File: config.mk
export PLATFORM = sky130hd
export DESIGN_NAME = ifid_queue
export DESIGN_NICKNAME = d
export VERILOG_FILES = /design/src/rtl/cpu_defs_pkg.sv /design/src/rtl/ri_decode.sv /design/src/rtl/ifid_queue.sv
export SDC_FILE = /design/constraint.sdc
export NUM_CORES = 1
export LEC_CHECK = 0
export BUFFER_PORTS_ARGS = -buffer_cell sky130_fd_sc_hd__buf_2
export CORE_MARGIN = 2
export CORE_UTILIZATION = 43
export CTS_CLUSTER_SIZE = 24
export DETAILED_ROUTE_END_ITERATION = 12
export GPL_ROUTABILITY_DRIVEN = 0
export PLACE_DENSITY_LB_ADDON = 0.25
export SETUP_SLACK_MARGIN = 0.2
export SLEW_MARGIN = 20
export SYNTH_ARGS = -nofsm -noshare
export SYNTH_HDL_FRONTEND = slang
export SYNTH_SLANG_ARGS = --single-unit
export TNS_END_PERCENT = 10
File: constraint.sdc
create_clock -name clk -period 7.3 [get_ports clk]
set_clock_uncertainty 0.2 [all_clocks]
set_input_delay 0.365 -clock clk [delete_from_list [all_inputs] [get_ports clk]]
set_output_delay 0.365 -clock clk [all_outputs]
set_load 0.03 [all_outputs]
File: src/rtl/cpu_defs_pkg.sv
// Shared CPU definitions: instruction field encodings, the eret word and exception codes.
package cpu_defs_pkg;

  localparam int unsigned OP_W    = 6;
  localparam int unsigned FUNCT_W = 6;
  localparam int unsigned REG_W   = 5;
  localparam int unsigned EXC_W   = 5;

  // Primary opcodes
  localparam logic [OP_W-1:0] OP_SPECIAL = 6'h00;
  localparam logic [OP_W-1:0] OP_REGIMM  = 6'h01;
  localparam logic [OP_W-1:0] OP_J       = 6'h02;
  localparam logic [OP_W-1:0] OP_JAL     = 6'h03;
  localparam logic [OP_W-1:0] OP_BEQ     = 6'h04;
  localparam logic [OP_W-1:0] OP_BNE     = 6'h05;
  localparam logic [OP_W-1:0] OP_BLEZ    = 6'h06;
  localparam logic [OP_W-1:0] OP_BGTZ    = 6'h07;
  localparam logic [OP_W-1:0] OP_ADDI    = 6'h08;
  localparam logic [OP_W-1:0] OP_ADDIU   = 6'h09;
  localparam logic [OP_W-1:0] OP_SLTI    = 6'h0A;
  localparam logic [OP_W-1:0] OP_SLTIU   = 6'h0B;
  localparam logic [OP_W-1:0] OP_ANDI    = 6'h0C;
  localparam logic [OP_W-1:0] OP_ORI     = 6'h0D;
  localparam logic [OP_W-1:0] OP_XORI    = 6'h0E;
  localparam logic [OP_W-1:0] OP_LUI     = 6'h0F;
  localparam logic [OP_W-1:0] OP_COP0    = 6'h10;
  localparam logic [OP_W-1:0] OP_LB      = 6'h20;
  localparam logic [OP_W-1:0] OP_LH      = 6'h21;
  localparam logic [OP_W-1:0] OP_LW      = 6'h23;
  localparam logic [OP_W-1:0] OP_LBU     = 6'h24;
  localparam logic [OP_W-1:0] OP_LHU     = 6'h25;
  localparam logic [OP_W-1:0] OP_SB      = 6'h28;
  localparam logic [OP_W-1:0] OP_SH      = 6'h29;
  localparam logic [OP_W-1:0] OP_SW      = 6'h2B;

  // SPECIAL function codes
  localparam logic [FUNCT_W-1:0] FN_SLL   = 6'h00;
  localparam logic [FUNCT_W-1:0] FN_SRL   = 6'h02;
  localparam logic [FUNCT_W-1:0] FN_SRA   = 6'h03;
  localparam logic [FUNCT_W-1:0] FN_SLLV  = 6'h04;
  localparam logic [FUNCT_W-1:0] FN_SRLV  = 6'h06;
  localparam logic [FUNCT_W-1:0] FN_SRAV  = 6'h07;
  localparam logic [FUNCT_W-1:0] FN_JR    = 6'h08;
  localparam logic [FUNCT_W-1:0] FN_JALR  = 6'h09;
  localparam logic [FUNCT_W-1:0] FN_MFHI  = 6'h10;
  localparam logic [FUNCT_W-1:0] FN_MTHI  = 6'h11;
  localparam logic [FUNCT_W-1:0] FN_MFLO  = 6'h12;
  localparam logic [FUNCT_W-1:0] FN_MTLO  = 6'h13;
  localparam logic [FUNCT_W-1:0] FN_MULT  = 6'h18;
  localparam logic [FUNCT_W-1:0] FN_MULTU = 6'h19;
  localparam logic [FUNCT_W-1:0] FN_DIV   = 6'h1A;
  localparam logic [FUNCT_W-1:0] FN_DIVU  = 6'h1B;
  localparam logic [FUNCT_W-1:0] FN_ADD   = 6'h20;
  localparam logic [FUNCT_W-1:0] FN_ADDU  = 6'h21;
  localparam logic [FUNCT_W-1:0] FN_SUB   = 6'h22;
  localparam logic [FUNCT_W-1:0] FN_SUBU  = 6'h23;
  localparam logic [FUNCT_W-1:0] FN_AND   = 6'h24;
  localparam logic [FUNCT_W-1:0] FN_OR    = 6'h25;
  localparam logic [FUNCT_W-1:0] FN_XOR   = 6'h26;
  localparam logic [FUNCT_W-1:0] FN_NOR   = 6'h27;
  localparam logic [FUNCT_W-1:0] FN_SLT   = 6'h2A;
  localparam logic [FUNCT_W-1:0] FN_SLTU  = 6'h2B;

  // REGIMM rt selectors (bltz, bgez) and COP0 rs selectors (mfc0, mtc0)
  localparam logic [REG_W-1:0] RT_BLTZ = 5'h00;
  localparam logic [REG_W-1:0] RT_BGEZ = 5'h01;
  localparam logic [REG_W-1:0] RS_MF   = 5'h00;
  localparam logic [REG_W-1:0] RS_MT   = 5'h04;

  localparam logic [31:0] ERET_WORD = 32'h4200_0018;

  localparam logic [EXC_W-1:0] EXC_NONE = 5'd0;
  localparam logic [EXC_W-1:0] EXC_ADEL = 5'd4;
  localparam logic [EXC_W-1:0] EXC_RI   = 5'd10;

endpackage

File: src/rtl/ri_decode.sv
// Reserved-instruction detector: flags any word outside the supported instruction set.
module ri_decode
  import cpu_defs_pkg::*;
(
  input  logic [31:0] instr_i,
  output logic        reserved_o
);

  logic [OP_W-1:0]    op;
  logic [FUNCT_W-1:0] funct;
  logic [REG_W-1:0]   rs;
  logic [REG_W-1:0]   rt;

  assign op    = instr_i[31:26];
  assign rs    = instr_i[25:21];
  assign rt    = instr_i[20:16];
  assign funct = instr_i[5:0];

  always_comb begin
    reserved_o = 1'b1;
    if (instr_i == ERET_WORD) begin
      reserved_o = 1'b0;
    end else begin
      unique case (op)
        OP_SPECIAL: begin
          case (funct)
            FN_SLL, FN_SRL, FN_SRA, FN_SLLV, FN_SRLV, FN_SRAV,
            FN_JR, FN_JALR, FN_MFHI, FN_MTHI, FN_MFLO, FN_MTLO,
            FN_MULT, FN_MULTU, FN_DIV, FN_DIVU,
            FN_ADD, FN_ADDU, FN_SUB, FN_SUBU,
            FN_AND, FN_OR, FN_XOR, FN_NOR, FN_SLT, FN_SLTU: reserved_o = 1'b0;
            default: reserved_o = 1'b1;
          endcase
        end
        OP_REGIMM: reserved_o = !((rt == RT_BLTZ) || (rt == RT_BGEZ));
        OP_COP0:   reserved_o = !((rs == RS_MF) || (rs == RS_MT));
        OP_J, OP_JAL, OP_BEQ, OP_BNE, OP_BLEZ, OP_BGTZ,
        OP_ADDI, OP_ADDIU, OP_SLTI, OP_SLTIU, OP_ANDI, OP_ORI, OP_XORI, OP_LUI,
        OP_LB, OP_LH, OP_LW, OP_LBU, OP_LHU, OP_SB, OP_SH, OP_SW: reserved_o = 1'b0;
        default: reserved_o = 1'b1;
      endcase
    end
  end

endmodule

File: src/rtl/ifid_queue.sv
// DEPTH-entry IF/ID instruction queue with valid/ready on both sides, flush,
// and head-side PC+4/PC+8 and decode exception code derivation.
module ifid_queue
  import cpu_defs_pkg::*;
#(
  parameter int unsigned DEPTH   = 2,
  parameter int unsigned EXC_W   = 5,
  parameter int unsigned RI_CODE = 10
) (
  input  logic                       clk,
  input  logic                       reset,
  input  logic                       in_valid,
  output logic                       in_ready,
  input  logic [31:0]                in_instr,
  input  logic [31:0]                in_pc,
  input  logic [EXC_W-1:0]           in_exc,
  input  logic                       flush,
  output logic                       out_valid,
  input  logic                       out_ready,
  output logic [31:0]                IR_D,
  output logic [31:0]                PC_D,
  output logic [31:0]                PC4_D,
  output logic [31:0]                PC8_D,
  output logic [EXC_W-1:0]           excode_D,
  output logic [$clog2(DEPTH+1)-1:0] count
);

  localparam int unsigned PTR_W = (DEPTH > 1) ? $clog2(DEPTH) : 1;
  localparam int unsigned CNT_W = $clog2(DEPTH + 1);

  logic [31:0]      instr_mem [DEPTH];
  logic [31:0]      pc_mem    [DEPTH];
  logic [EXC_W-1:0] exc_mem   [DEPTH];

  logic [PTR_W-1:0] wr_ptr_q, wr_ptr_d;
  logic [PTR_W-1:0] rd_ptr_q, rd_ptr_d;
  logic [CNT_W-1:0] count_q, count_d;

  logic push_c, pop_c, head_ri_c;
  logic [31:0]      head_instr_c, head_pc_c;
  logic [EXC_W-1:0] head_exc_c;

  // Ready comes only from registered occupancy, so a pop never frees a slot in the same cycle
  assign in_ready  = (count_q != CNT_W'(DEPTH));
  assign out_valid = (count_q != '0);
  assign push_c    = in_valid && in_ready && !flush;
  assign pop_c     = out_valid && out_ready && !flush;
  assign count     = count_q;

  always_comb begin
    wr_ptr_d = wr_ptr_q;
    rd_ptr_d = rd_ptr_q;
    count_d  = count_q;
    if (flush) begin
      wr_ptr_d = '0;
      rd_ptr_d = '0;
      count_d  = '0;
    end else begin
      if (push_c) wr_ptr_d = PTR_W'(wr_ptr_q + PTR_W'(1));
      if (pop_c)  rd_ptr_d = PTR_W'(rd_ptr_q + PTR_W'(1));
      if (push_c && !pop_c)      count_d = CNT_W'(count_q + CNT_W'(1));
      else if (pop_c && !push_c) count_d = CNT_W'(count_q - CNT_W'(1));
    end
  end

  always_ff @(posedge clk or negedge reset) begin
    if (!reset) begin
      wr_ptr_q <= '0;
      rd_ptr_q <= '0;
      count_q  <= '0;
    end else begin
      wr_ptr_q <= wr_ptr_d;
      rd_ptr_q <= rd_ptr_d;
      count_q  <= count_d;
    end
  end

  // Storage needs no reset; occupancy decides what is visible
  always_ff @(posedge clk) begin
    if (push_c) begin
      instr_mem[wr_ptr_q] <= in_instr;
      pc_mem[wr_ptr_q]    <= in_pc;
      exc_mem[wr_ptr_q]   <= in_exc;
    end
  end

  always_comb begin
    head_instr_c = '0;
    head_pc_c    = '0;
    head_exc_c   = '0;
    if (out_valid) begin
      head_instr_c = instr_mem[rd_ptr_q];
      head_pc_c    = pc_mem[rd_ptr_q];
      head_exc_c   = exc_mem[rd_ptr_q];
    end
  end

  ri_decode u_ri_decode (
    .instr_i    (head_instr_c),
    .reserved_o (head_ri_c)
  );

  // Fetch exception wins over RI; a bubble reports nothing
  always_comb begin
    excode_D = '0;
    if (out_valid) begin
      if (head_exc_c != '0) excode_D = head_exc_c;
      else if (head_ri_c)   excode_D = EXC_W'(RI_CODE);
    end
  end

  assign IR_D  = head_instr_c;
  assign PC_D  = head_pc_c;
  assign PC4_D = head_pc_c + 32'd4;
  assign PC8_D = head_pc_c + 32'd8;

endmodule
### Word-level counts from Yosys, hierarchy flattened

Memory sizes are Yosys's and may differ from the RTL's.
Index checks and enable logic that the tools add are counted.

| cells by class | value |
|---|---|
| add/subtract/negate cells | 6 |
| equality and inequality tests | 28 |
| multiplexer cells | 17 |
| reduce and logical (&&, ||, !) cells | 22 |

Operator list:

| kind | number |
|---|---|
| $mux W32 | 2 |
| $eq A6 B4 Y1 const B | 8 |
| $eq A6 B6 Y1 const B | 8 |
| $add A32 B3 Y32 const B | 1 |
| $add A32 B4 Y32 const B | 1 |
| $eq A32 B31 Y1 const B | 1 |
| $eq A6 B3 Y1 const B | 4 |
| $reduce_or A22 Y1 | 1 |
| $mux W5 | 3 |
| $eq A6 B2 Y1 const B | 2 |
| $logic_not A5 Y1 | 2 |
| $mux W1 | 7 |
| $eq A6 B1 Y1 const B | 1 |
| $eq A6 B5 Y1 const B | 1 |
| $logic_and A1 B1 Y1 | 6 |
| $logic_not A6 Y1 | 1 |
| $mux W2 | 3 |
| $reduce_bool A2 Y1 | 3 |
| $eq A5 B1 Y1 const B | 1 |
| $eq A5 B3 Y1 const B | 1 |
| $logic_not A1 Y1 | 5 |
| $reduce_bool A5 Y1 | 1 |
| $mux W4 | 1 |
| $pmux W1 S4 | 1 |
| other kinds (6) | 8 |

| word-level totals | value |
|---|---|
| bits in registers | 4 |
| RAM bits | 138 |
| bits in read-only memories | 64 |
| input bits | 74 |
| output and inout bits | 137 |
| word-level logic and storage cells | 80 |
| memories kept | 4 |

Memory list:

| memory | words | width | read ports | clocked after Yosys merged registers in | write ports | RTL line | source |
|---|---|---|---|---|---|---|---|
| (no name shown) | 64 | 1 | 1 | 0 | 0 | ri_decode.sv:26 | `case (funct)` |
| instr_mem | 2 | 32 | 1 | 0 | 1 | ifid_queue.sv:31 | `logic [31:0] instr_mem [DEPTH];` |
| pc_mem | 2 | 32 | 1 | 0 | 1 | ifid_queue.sv:32 | `logic [31:0] pc_mem [DEPTH];` |
| exc_mem | 2 | 5 | 1 | 0 | 1 | ifid_queue.sv:33 | `logic [EXC_W-1:0] exc_mem [DEPTH];` |

### Depth between registers and ports, before layout

| logic depth | value |
|---|---|
| depth in word-level cells | 10 |
| depth in mapped cells | 12 |
| gate-level depth less buffers | 9 |

### Hierarchy

From an unflattened synthesis, not the netlist that was laid out.

| second synthesis, totals | value |
|---|---|
| cells, all modules | 525 |
| area total of the unflattened synthesis | 6922.9 um2 |

By module, submodules not included:

| module | instances | cells an instance | area each (um2) | sequential area each (um2) |
|---|---|---|---|---|
| ifid_queue | 1 | 495 | 6734.0 | 4244.1 |
| ri_decode | 1 | 30 | 188.9 | 0.0 |

### Worst setup path before layout

No wires, ideal clock.

| timing path | value |
|---|---|
| kind | register to register |
| start | register count_q[0] (netlist: count[0]) |
| end | memory exc_mem[1][0] (enable) |
| setup time | 0.595 ns |
| data arrival time | 6.209 ns |
| required time | 6.505 ns |
| setup slack | 0.296 ns |
| stages on the path, launching flop included | 4 |
| buffers on the path | 0 |
| clock period less this slack | 7.004 ns |
| path through | dfrtp_1 nand2b_1 nand2_1 nor3b_1 |

| between the ends | value |
|---|---|
| cells in the longest elaborated chain, start to end | 5 |

RTL lines:

| item | RTL line | source |
|---|---|---|
| start: declaration | ifid_queue.sv:37 | `logic [CNT_W-1:0] count_q, count_d;` |
| start signal: assignment | ifid_queue.sv:74 | `count_q <= count_d;` |
| $ne A2 B2 Y1 | ifid_queue.sv:44 | `assign in_ready = (count_q != CNT_W'(DEPTH));` |
| via in_ready | ifid_queue.sv:13 | `output logic in_ready,` |
| $logic_and A1 B1 Y1 (2 in series) | ifid_queue.sv:46 | `assign push_c = in_valid && in_ready && !flush;` |
| $mux W1 | ifid_queue.sv:80 | `if (push_c) begin` |
| $mux W1 (implied by the code) | ifid_queue.sv:83 | `exc_mem[wr_ptr_q] <= in_exc;` |
| end: declaration | ifid_queue.sv:33 |  |

The timed path passes the listed nets, and every way through them passes these cells.

### Final worst setup path

| timing path | value |
|---|---|
| start | register rd_ptr_q |
| end | output PC4_D[28] |

| between the ends | value |
|---|---|
| cells in the longest elaborated chain, start to end | 3 |

RTL lines:

| item | RTL line | source |
|---|---|---|
| start: declaration | ifid_queue.sv:36 | `logic [PTR_W-1:0] rd_ptr_q, rd_ptr_d;` |
| start signal: assignment | ifid_queue.sv:73 | `rd_ptr_q <= rd_ptr_d;` |
| $mem_v2 Z2 W32 | n/a |  |
| $mux W32 | ifid_queue.sv:91 | `if (out_valid) begin` |
| $add A32 B3 Y32 | ifid_queue.sv:114 | `assign PC4_D = head_pc_c + 32'd4;` |
| end: declaration | ifid_queue.sv:22 | `output logic [31:0] PC4_D,` |

Every way passes these cells.

==> report_table.html <==
<table>
<tr><th>Metric</th><th>Value</th></tr>
<tr><th colspan="2">Status</th></tr>
<tr><td>Run status</td><td>finished clean</td></tr>
<tr><th colspan="2">Detailed routing</th></tr>
<tr><td>Top routing layer in use</td><td>met4</td></tr>
<tr><td>Routed Wire Length</td><td>17400 µm</td></tr>
<tr><td>Final antenna-violating net count</td><td>0</td></tr>
<tr><td>Routed metal-1 wire length</td><td>7380 µm</td></tr>
<tr><td>Average detailed-routed wire length per instance</td><td>16.9 µm</td></tr>
<tr><td>Number of DRC violations after detailed-routing iteration 0</td><td>195</td></tr>
<tr><td>Met2 routed wirelength</td><td>8540 µm</td></tr>
<tr><td>Total vias in the final route</td><td>about 5000</td></tr>
<tr><td>Via-per-instance ratio</td><td>4.99</td></tr>
<tr><td>Drt drc</td><td>0</td></tr>
<tr><td>Wire length on met3</td><td>1250 µm</td></tr>
<tr><td>Pre-antenna DRT Iters</td><td>4</td></tr>
<tr><th colspan="2">Floorplan</th></tr>
<tr><td>Die footprint</td><td>about 17000 µm²</td></tr>
<tr><td>Die outline height</td><td>130 µm</td></tr>
<tr><td>Core Rows</td><td>between 40 and 50</td></tr>
<tr><td>IO Pins</td><td>211</td></tr>
<tr><td>Initial core utilization</td><td>between 40 and 50%</td></tr>
<tr><td>Horizontal extent of the die</td><td>130 µm</td></tr>
<tr><td>Core Box Area</td><td>15700 µm²</td></tr>
<tr><th colspan="2">Final layout</th></tr>
<tr><td>Cell area after layout</td><td>9330 µm²</td></tr>
<tr><td>Area used by multi-input combinational logic</td><td>2390 µm²</td></tr>
<tr><td>Filler Cells Inserted</td><td>about 1300</td></tr>
<tr><td>Number of non-filler instances in the completed layout</td><td>about 1000</td></tr>
<tr><td>Post-layout utilization of the core</td><td>59.4%</td></tr>
<tr><td>Area growth syn-to-layout</td><td>36.2%</td></tr>
<tr><td>Sequential cell area in the final layout</td><td>4250 µm²</td></tr>
<tr><td>Layout cell share with drive strength beyond 1</td><td>33.6%</td></tr>
<tr><td>Post-layout net count</td><td>876</td></tr>
<tr><th colspan="2">Placed design</th></tr>
<tr><td>Input/output buffers</td><td>210</td></tr>
<tr><td>Post-Place Worst Slack</td><td>roughly 3 ns</td></tr>
<tr><td>Final HPWL from detailed placement</td><td>between 10000 and 15000 µm</td></tr>
<tr><td>Dpl cell area</td><td>8030 µm²</td></tr>
<tr><td>DP Cell Count</td><td>926</td></tr>
<tr><th colspan="2">Clock network</th></tr>
<tr><td>Clock Latency Late Sink</td><td>around 0.4 ns</td></tr>
<tr><td>Buffers inserted by post-CTS timing repair</td><td>0</td></tr>
<tr><td>Clock input transition at the sequential cells of the worst setup and hold paths</td><td>0.06 ns</td></tr>
<tr><td>Clk sinks</td><td>142</td></tr>
<tr><td>CTS tree</td><td>built</td></tr>
<tr><td>Maximum clock insertion buffer count</td><td>2</td></tr>
<tr><td>CTS H-tree depth</td><td>4</td></tr>
<tr><td>Post-CTS Resized</td><td>0</td></tr>
<tr><td>Hold-fix buffers, CTS</td><td>71</td></tr>
<tr><td>Inserted Clock Buffers</td><td>17</td></tr>
<tr><td>Root Buffer Master</td><td>clkbuf_16</td></tr>
<tr><th colspan="2">Synth</th></tr>
<tr><td>Synthesized area per cell</td><td>13.2 µm²</td></tr>
<tr><td>Number of enable-type register cells in the synthesized netlist</td><td>138</td></tr>
<tr><td>Fraction of registers with async set or reset after synthesis</td><td>2.82%</td></tr>
<tr><td>Dominant register cell in the synthesized netlist</td><td>edfxtp_1</td></tr>
<tr><td>FF+latch count, synth</td><td>142</td></tr>
<tr><td>Synthesized net count</td><td>roughly 600</td></tr>
<tr><td>Number of distinct standard cells referenced by the synthesized netlist</td><td>48</td></tr>
<tr><td>Post-synthesis cell count</td><td>520</td></tr>
<tr><td>Sequential cell area fraction in the yosys report</td><td>approximately three fifths</td></tr>
<tr><td>Warnings, synthesis</td><td>0</td></tr>
<tr><td>Area of the mapped netlist</td><td>6850 µm²</td></tr>
<tr><th colspan="2">Setup path</th></tr>
<tr><td>Reg2reg end</td><td>instr_mem[1][24]</td></tr>
<tr><td>Origin of the critical flop-to-flop path</td><td>count[0]</td></tr>
<tr><td>CP Capture Type</td><td>output port</td></tr>
<tr><td>R2R Setup Slk</td><td>roughly 4.9 ns</td></tr>
<tr><td>Worst-case reg-to-reg path depth</td><td>4</td></tr>
<tr><td>Critical Path Start</td><td>rd_ptr_q</td></tr>
<tr><td>Arrival time at the worst endpoint</td><td>~4.2 ns</td></tr>
<tr><td>Required time of the critical path</td><td>6.73 ns</td></tr>
<tr><td>Startpoint-to-endpoint class of the critical path</td><td>flip-flop to output port</td></tr>
<tr><td>Largest fanout of any net on the critical path</td><td>38</td></tr>
<tr><td>CP Launch Type</td><td>flip-flop</td></tr>
<tr><th colspan="2">Timing</th></tr>
<tr><td>Aggregate negative setup slack</td><td>0 ns</td></tr>
<tr><td>Worst max-slew margin expressed relative to the limit</td><td>34.2%</td></tr>
<tr><td>Setup repair after global routing missed its margin</td><td>false</td></tr>
<tr><td>Post-layout worst setup margin</td><td>between 2 and 2.5 ns</td></tr>
<tr><td>Hold slack final</td><td>0.0739 ns</td></tr>
<tr><td>Maximum clock frequency</td><td>208 MHz</td></tr>
<tr><td>Worst slew pin tran</td><td>0.987 ns</td></tr>
<tr><td>Final-report hold violation count</td><td>0</td></tr>
<tr><td>Final number of max-transition violations</td><td>0</td></tr>
<tr><td>Final setup viols</td><td>0</td></tr>
<tr><td>Minimum clock period after layout</td><td>4.81 ns</td></tr>
<tr><td>Final period util</td><td>approximately two thirds</td></tr>
<tr><th colspan="2">Global route</th></tr>
<tr><td>Initial antenna violation count</td><td>1</td></tr>
<tr><td>Maximum number of pins on one net before global-route repair</td><td>70</td></tr>
<tr><td>Total routing usage reported by global routing</td><td>20.4%</td></tr>
<tr><td>First-pass GRT wire length</td><td>26200 µm</td></tr>
<tr><td>Grt total ovfl</td><td>0</td></tr>
<tr><td>Number of global-route vias before repair</td><td>5090</td></tr>
<tr><th colspan="2">Power and ir drop</th></tr>
<tr><td>Standby leakage power</td><td>3.73 nW</td></tr>
<tr><td>Total Power</td><td>roughly 2.2 mW</td></tr>
<tr><td>Largest voltage drop on the vdd net</td><td>0.151 mV</td></tr>
<tr><td>Pwr Density</td><td>between 200 and 250 nW/µm²</td></tr>
<tr><th colspan="2">Worst hold path</th></tr>
<tr><td>Hold_sp</td><td>out_ready</td></tr>
<tr><td>Number of stages on the worst hold path</td><td>3</td></tr>
<tr><td>Tightest Hold Check Type</td><td>input pin to flip-flop</td></tr>
<tr><td>Worst Hold End</td><td>count[0]</td></tr>
<tr><th colspan="2">Run</th></tr>
<tr><td>Number of violations of the max-capacitance limit</td><td>0</td></tr>
</table>
==> Yosys cell counts (all sizes together) (6+ instances only) <==
master | n | area share, %
a21oi | 6 | 0.44
buf | 24 | 2.7
edfxtp | 138 | 61
inv | 11 | 0.60
mux2i | 63 | 9.3
nand2 | 24 | 1.3
nand3 | 16 | 1.3
nand4 | 10 | 1.1
nor2 | 88 | 5.1
nor3 | 25 | 2.2
nor4 | 13 | 1.7
xnor2 | 34 | 4.4
xor2 | 23 | 2.9
==> cells by family (layout without fill, tap and decap cells) <==
| group | after synthesis | after routing | share of synthesized area, % |
|---|---|---|---|
| and+or+nand+nor | 196 | 196 | 15.0 |
| buffers and inverters | 35 | 328 | 3.29 |
| xor gates and xnor gates | 57 | 57 | 7.29 |
| other | 0 | 1 | 0 |
| AOI/OAI and AO/OA | 20 | 20 | 1.97 |
| adders and majority gates | 2 | 2 | 0.366 |
| muxes | 68 | 68 | 10.1 |
| DFF | 142 | 142 | 62.0 |
==> worst max-delay path by stage <==
| stage | end | slack, ns |
|---|---|---|
| finish | PC4_D[28] | 2.49 |
| global route | PC4_D[28] | 2.16 |
| CTS | PC4_D[28] | 2.46 |
| detailed placement | PC4_D[28] | 2.92 |
| global placement | PC4_D[16] | 2.97 |
| floorplan | exc_mem[1][0] | 0.30 |
==> cell usage in the layout, fill, tap and decap left out, types with 4 or more instances in the layout <==
cell | Yosys | layout
buf_4 | 7 | 4
a21oi_1 | 6 | 6
o21ai_0 | 4 | 4
xor2_1 | 23 | 23
xnor2_1 | 34 | 34
nand2_1 | 24 | 24
buf_2 | 9 | 210
nor3_2 | 5 | 6
inv_1 | 9 | 9
nand2b_1 | 5 | 5
nand4_1 | 8 | 8
nor2_1 | 81 | 81
edfxtp_1 | 138 | 138
mux2_2 | 5 | 5
mux2i_1 | 62 | 62
clkbuf_16 | 0 | 17
nor3_1 | 20 | 19
nor4_1 | 10 | 10
nand3_1 | 14 | 14
nor2_2 | 7 | 6
dlygate4sd3_1 | 0 | 71
==> sequential cells by signal, indices dropped and copies added, names as in the netlist <==
register	cells
exc_mem	10
wr_ptr_q	1
rd_ptr_q	1
pc_mem	64
count	2
instr_mem	64
==> report_power, final <==
| group | internal (mW) | switching [mW] | leakage, nW | total, mW |
|---|---|---|---|---|
| logic | 0.142 | 0.294 | 2.13 | 0.436 |
| clock network | 0.533 | 0.308 | 0.279 | 0.842 |
| registers | 0.934 | 0.0184 | 1.32 | 0.953 |
==> critical path, cell delays in order, from the launching register on <==
cell	delay (ns)
dfrtp_4	0.81
buf_4	0.64
mux2_2	0.27
nand2_1	0.28
inv_1	0.47
ha_1	0.30
nand3_1	0.20
nor3_1	0.31
nand2_1	0.12
xnor2_1	0.16
buf_2	0.22
==> per-layer routing <==
metal	up-vias	global-route usage, %
met1	2432	24.8
met4	0	6.89
li1	2467	-
met2	223	35.2
met5	-	0
met3	22	5.74
==> cell type report <==
class | instances | area share, %
antenna | 1 | 0.0268
clock buffer | 20 | 4.68
clock inverter | 12 | 1.56
inverter | 11 | 0.443
multi-input combinational | 343 | 25.6
sequential | 142 | 45.5
tap | 216 | 2.90
timing repair buffer | 285 | 19.2
Note: power is estimated with default switching activity, not from simulation.
